## src/rtl/seven_seg_scan.sv

```systemverilog
// seven_seg_scan: multiplexed 4-digit seven-segment driver with frame-synchronous BCD update
// and optional leading-zero blanking.
module seven_seg_scan #(
  parameter int unsigned CLK_DIV = 50000
) (
  input  logic        clk,
  input  logic        rst_n,
  input  logic [15:0] BCD,
  input  logic        bcd_valid,
  input  logic        blank_lz,
  output logic [6:0]  seg,
  output logic [3:0]  an,
  output logic        frame_done
);
  localparam int unsigned PW = $clog2(CLK_DIV);
  logic [PW-1:0] presc_q, presc_d;
  logic [1:0]    idx_q, idx_d;
  logic [15:0]   disp_q, disp_d, pend_q, pend_d;
  logic          pend_vld_q, pend_vld_d;
  logic [6:0]    seg_q, seg_d;
  logic [3:0]    an_q, an_d;
  logic          fd_q;
  logic          tick, boundary, lz_blank;
  logic [3:0]    nib;
  logic [6:0]    dec;
  assign tick     = presc_q == PW'(CLK_DIV - 1);
  assign boundary = tick && idx_q == 2'd3;
  assign presc_d  = tick ? '0 : presc_q + 1'b1;
  assign idx_d    = tick ? idx_q + 2'd1 : idx_q;
  // a strobe landing on the boundary bypasses pending so it shows in the very next frame
  always_comb begin
    disp_d     = disp_q;
    pend_d     = bcd_valid ? BCD : pend_q;
    pend_vld_d = pend_vld_q | bcd_valid;
    if (boundary) begin
      disp_d     = bcd_valid ? BCD : pend_vld_q ? pend_q : disp_q;
      pend_vld_d = 1'b0;
    end
  end
  assign nib = disp_q[{idx_q, 2'b00} +: 4];
  always_comb begin
    case (nib)
      4'h0:    dec = 7'h40;
      4'h1:    dec = 7'h79;
      4'h2:    dec = 7'h24;
      4'h3:    dec = 7'h30;
      4'h4:    dec = 7'h19;
      4'h5:    dec = 7'h12;
      4'h6:    dec = 7'h02;
      4'h7:    dec = 7'h78;
      4'h8:    dec = 7'h00;
      4'h9:    dec = 7'h10;
      4'hF:    dec = 7'h3F;
      default: dec = 7'h7F;
    endcase
  end
  // a digit is a leading zero when it and every higher digit are zero; digit 0 is never blanked
  assign lz_blank = blank_lz && idx_q != 2'd0 &&
                    (idx_q == 2'd3 ? disp_q[15:12] == 4'h0 :
                     idx_q == 2'd2 ? disp_q[15:8] == 8'h00 : disp_q[15:4] == 12'h000);
  assign seg_d = lz_blank ? 7'h7F : dec;
  assign an_d  = ~(4'b0001 << idx_q);
  always_ff @(posedge clk) begin
    if (!rst_n) begin
      presc_q    <= '0;
      idx_q      <= 2'd0;
      disp_q     <= 16'h0000;
      pend_q     <= 16'h0000;
      pend_vld_q <= 1'b0;
      seg_q      <= 7'h7F;
      an_q       <= 4'hF;
      fd_q       <= 1'b0;
    end else begin
      presc_q    <= presc_d;
      idx_q      <= idx_d;
      disp_q     <= disp_d;
      pend_q     <= pend_d;
      pend_vld_q <= pend_vld_d;
      seg_q      <= seg_d;
      an_q       <= an_d;
      fd_q       <= boundary;
    end
  end
  assign seg        = seg_q;
  assign an         = an_q;
  assign frame_done = fd_q;
endmodule
```

## config.mk

```make
export PLATFORM = sky130hd
export DESIGN_NAME = seven_seg_scan
export DESIGN_NICKNAME = d
export VERILOG_FILES = /design/src/rtl/seven_seg_scan.sv
export SDC_FILE = /design/constraint.sdc
export NUM_CORES = 1
export LEC_CHECK = 0
export ABC_CLOCK_PERIOD_IN_PS = 2700
export BUFFER_PORTS_ARGS = -buffer_cell sky130_fd_sc_hd__buf_2
export CAP_MARGIN = 15
export CORE_MARGIN = 2
export CORE_UTILIZATION = 60
export CTS_BUF_LIST = sky130_fd_sc_hd__clkbuf_4
export CTS_CLUSTER_SIZE = 24
export DETAILED_ROUTE_END_ITERATION = 6
export HOLD_SLACK_MARGIN = 0.06
export MAX_ROUTING_LAYER = met4
export PLACE_DENSITY = 0.82
export SLEW_MARGIN = 20
export SYNTH_ARGS = -nofsm -noshare
export SYNTH_HDL_FRONTEND = slang
export SYNTH_SLANG_ARGS = --single-unit
```

## constraint.sdc

```tcl
create_clock -name clk -period 2.7 [get_ports clk]
set_clock_uncertainty 0.15 [all_clocks]
set_input_delay 0.54 -clock clk [delete_from_list [all_inputs] [get_ports clk]]
set_output_delay 0.54 -clock clk [all_outputs]
set_load 0.02 [all_outputs]
```

## After elaboration in Yosys (flattened, before gate mapping)

Memories as Yosys holds them, arrays and structs flattened. A register that Yosys moved wholly into a read port is not among the register bits.
Index checks and enable logic that the tools add are counted.

- Register bits: 56
- Bits in read-only memories: 112
- Output and inout port bits: 12
- Logic and storage cells: 34
- Memories kept: 1

Memories:

| name | depth | bits a word | read ports | clocked after memory_dff | wr ports | line | source |
|---|---|---|---|---|---|---|---|
| (name not given) | 16 | 7 | 1 | 1 | 0 | 42 | `case (nib)` |

- Add/subtract/negate cells: 2
- Equal/unequal tests: 3
- Shifts and indexed selects: 2
- Multiplexer cells: 4
- Bitwise operators: 3
- Reduce and logical (&&, ||, !) cells: 12

Operators with widths:

| kind | number |
|---|---|
| 2-to-1 mux 16 bit | 2 |
| adder 16 x 1 -> 16 bit, second input constant | 1 |
| == test 16 bit, second input constant | 1 |
| variable part select 16 x 5 -> 4 bit | 1 |
| logical NOT 12 bit | 1 |
| logical NOT 8 bit | 1 |
| OR reduction 2 bit | 3 |
| == test 2 bit, second input constant | 2 |
| logical NOT 4 bit | 1 |
| inverter 4 bit | 1 |
| nonzero test 2 bit | 2 |
| left shift 1 x 2 -> 4 bit, first input constant | 1 |
| logical AND 1 bit | 3 |
| adder 2 x 1 -> 2 bit, second input constant | 1 |
| 2-to-1 mux 1 bit | 2 |
| AND reduction 2 bit | 1 |
| inverter 1 bit | 1 |
| bitwise OR 1 bit | 1 |

## Depth between registers and ports, before layout

- Word-level depth: 5
- Depth in mapped cells: 7

## Least setup slack after synthesis

No wires, ideal clock.

- Path kind: reg-to-reg
- Start point: register presc_q[0]
- End point: register disp_q[10]
- Library setup time: 0.121 ns
- Data arrival time: 1.662 ns
- Path slack: 0.767 ns
- Cell stages (with the launch flop): 8
- Path buffers: 2
- Clock period less this slack: 1.933 ns
- Cells stage by stage: dfxtp_1 ha_1 and3_1 clkbuf_2 nand4_4 nor2_4 buf_12 mux2_4

- Cells in the longest elaborated chain, start to end: 3

RTL lines:

| what | line | source |
|---|---|---|
| start, declared | 16 | `logic [PW-1:0] presc_q, presc_d;` |
| start signal, assigned | 74 | `presc_q <= presc_d;` |
| == test 16 bit | 26 | `assign tick = presc_q == PW'(CLK_DIV - 1);` |
| logical AND 1 bit | 27 | `assign boundary = tick && idx_q == 2'd3;` |
| AND reduction 2 bit (no line) | - |  |
| end signal, assigned | 76 | `disp_q <= disp_d;` |
| end, declared | 18 | `logic [15:0] disp_q, disp_d, pend_q, pend_d;` |

No other way between the ends.
A chain may end at the register's enable or synchronous reset.

## Worst setup path in the final report

- Start point: register presc_q[0]
- End point: register disp_q[15]

The elaborated chain is that of the path after synthesis.

==> out/results.ini <==
[outcome]
status = finished, final reports clean

[pwr]
max-vdd-ir-drop_v = 0.000350
p_per_area_nw_per_um2 = 570
p_leak_uw = 0.00133

[synthesis]
syn_area_per_cell_um2 = 10.8
synthesis.nets = 293
syn_area_um2 = 2830
yosysSeqAreaShare_pct = 44.5
ys_ff_latch = 63
synth_cell_types = 40
synth_cells = 262
ys_warn_count = 0

[route]
drt_iter0_drc = 90
viasPerCell = 5.46
first_pass_iters = 4
route.detailed.drc = 0
wl_per_cell_um = 14.3
routed_wl_um = 4980
ant_nets = 0
vias = 1905

[timing]
slew_violations = 0
finalCritPeriodShare_pct = 85.7
relSlewSlack_pct = 61.7
fin_crit_ns = 2.31
setup_tns_ns = 0
worst_slack_ns = 0.386
hold_violations = 0
rsz0062_at_grt = false
hold-worst-slack_ns = 0.262
worst_pin_slew_ns = 0.573
finalSetupViolations = 0
max_freq_mhz = 432

[critical_path]
required_ns = 2.87
crit_path_max_fanout = 16
worstPathCellList = ha_1 > and3_1 > nand4_4 > nor2_4 > mux2_2
cpMaxStageDelayCell = nor2_4
start_kind = flop
regToRegSetupSlack_ns = 0.39
worstPathArrival_ns = 2.48
worst-setup-path-type = reg -> reg
cp-end-kind = flop
slowest_delay_ns = 0.53

[grt]
grt_overflow = 0
grt_antenna_before_repair = 0
grt_max_degree = 25
track_usage_pct = 22.0
grt_pass1_vias = 1834
grt_pass1_wl_um = 8510

[clocking]
cts-root-buf = clkbuf_4
ctsHoldBuffers = 0
clockBufferDepth = 2
clock_sinks = 63
ctsResizeCount = 0
cts_buffers = 9
cts_tree = built
clkSlewWorstSetupHoldPaths_ns = 0.11
htreeDepth = 3
insertion_delay_ns = 0.42
cts_setup_buffers = 0

[floorplanning]
core_um2 = 4440
die_w_um = 72.7
die_area_um2 = 5290
start_util_pct = 63.7
rows = 24
ios = 32
die_h_um = 72.7

[final_layout]
multiInputGateArea_um2 = 1450
drive_above_1_share_pct = 26.3
num_antenna_cells = 0
final_nets = 323
area_growth_pct = 10.7
regArea_um2 = 1260
fillerInstances = 322
instances_no_fill = 349

[placement]
dp.cells = 333
pre_cts_ws_ns = 0.388
hpwlAfterDp_um = 3360
io_buffers = 31
gp_congestion = 0.811

[flow_run]
max_cap_violations = 0

[hold_path]
hp-class = in -> reg

sequential cells by signal (all words and copies together) (netlist names):
| signal | count |
|---|---|
| pend_vld_q | 1 |
| presc_q | 16 |
| disp_q | 16 |
| seg | 7 |
| frame_done | 1 |
| idx_q | 2 |
| pend_q | 16 |
| an | 4 |
Yosys cell counts (all sizes together):
master,count,area share (%)
o211ai,2,0.53
mux2,17,8.1
buf,8,2.4
a211o,1,0.31
nor3b,1,0.27
xor2,11,3.4
nor4b,2,1.1
inv,7,0.93
nand3,6,1.1
o22ai,1,0.22
nand3b,1,0.27
nor2b,19,4.2
ha,11,4.9
and2,18,4.0
mux2i,18,6.4
nor4,3,0.66
or3,2,0.44
dfxtp,63,45
o21ai,9,1.6
a21oi,5,0.88
mux4,4,3.2
clkbuf,6,0.84
and4,3,0.97
xnor2,3,0.93
nand4,5,1.6
and4bb,2,0.88
nor2,17,2.5
and3,4,0.97
a211oi,2,0.53
nand2,11,1.5
final timing paths:
check	from	endpoint	cells after the start
hold / removal	BCD[4]	pend_q[4]	3
hold reg to reg	presc_q[0]	presc_q[0]	1
setup / recovery	presc_q[0]	disp_q[15]	5
setup reg to reg	presc_q[0]	disp_q[15]	5
placed cells by master (no fill, tap or decap), drive strengths merged, types with 4 or more instances in the layout:
master,n
dfxtp,63
buf,33
nor2b,19
mux2i,18
and2,18
nor2,17
mux2,17
nand2,11
xor2,11
ha,11
clkbuf,10
o21ai,9
inv,7
nand3,6
a21oi,5
nand4,5
mux4,4
and3,4
power breakdown:
part           internal [uW]  leakage (uW)  total, uW  switching [uW]
Combinational           39.7      0.000732       87.1            47.5
Sequential               953      0.000514        961            8.17
Clock                    382     0.0000824        740             357
logic make-up (layout without fill, tap and decap cells):
kind of cell,Yosys count,in the layout,share of synthesized area [%]
fa+ha+maj,11,11,4.86
flops,63,63,44.5
simple gates,94,94,20.5
compound gates,20,20,4.06
mux,39,39,17.6
xor+xnor,14,14,4.33
buf+inv,21,56,4.15
metrics by stage:
| step | util [%] | area (um2) | power, uW |
|---|---|---|---|
| after global placement | 67.0 | 2980 | 1070 |
| after CTS | 70.6 | 3140 | 1790 |
| after floorplan | - | 2830 | 1040 |
| after detailed placement | 67.0 | 2980 | 1070 |
| after global routing | 70.6 | 3140 | 1850 |
| final | 70.6 | 3140 | 1790 |
layout make-up:
class                           count  area share, %
Sequential cell                    63           40.2
Tap cell                           52           2.07
Timing Repair Buffer               33           5.42
Clock inverter                      6           2.71
Inverter                            7          0.838
Multi-Input combinational cell    178           46.4
Clock buffer                       10           2.39
worst max-delay path, delay by kind of cell (launching register included):
kind | cells | cell delay [ns]
flip-flops | 1 | 0.39
multiplexers | 1 | 0.41
adder cells (fa/ha/maj) | 1 | 0.20
AND/OR/NAND/NOR | 3 | 1.07
per-layer routing:
metal / up-vias / wire length [um] / track usage [%]
met5: - / 0 / -
met4: 0 / 142 / 12.6
met3: 13 / 170 / 5.39
met2: 39 / 2320 / 33.9
met1: 896 / 2350 / 26.2
li1: 957 / - / -
Note: power is estimated with default switching activity, not from simulation.
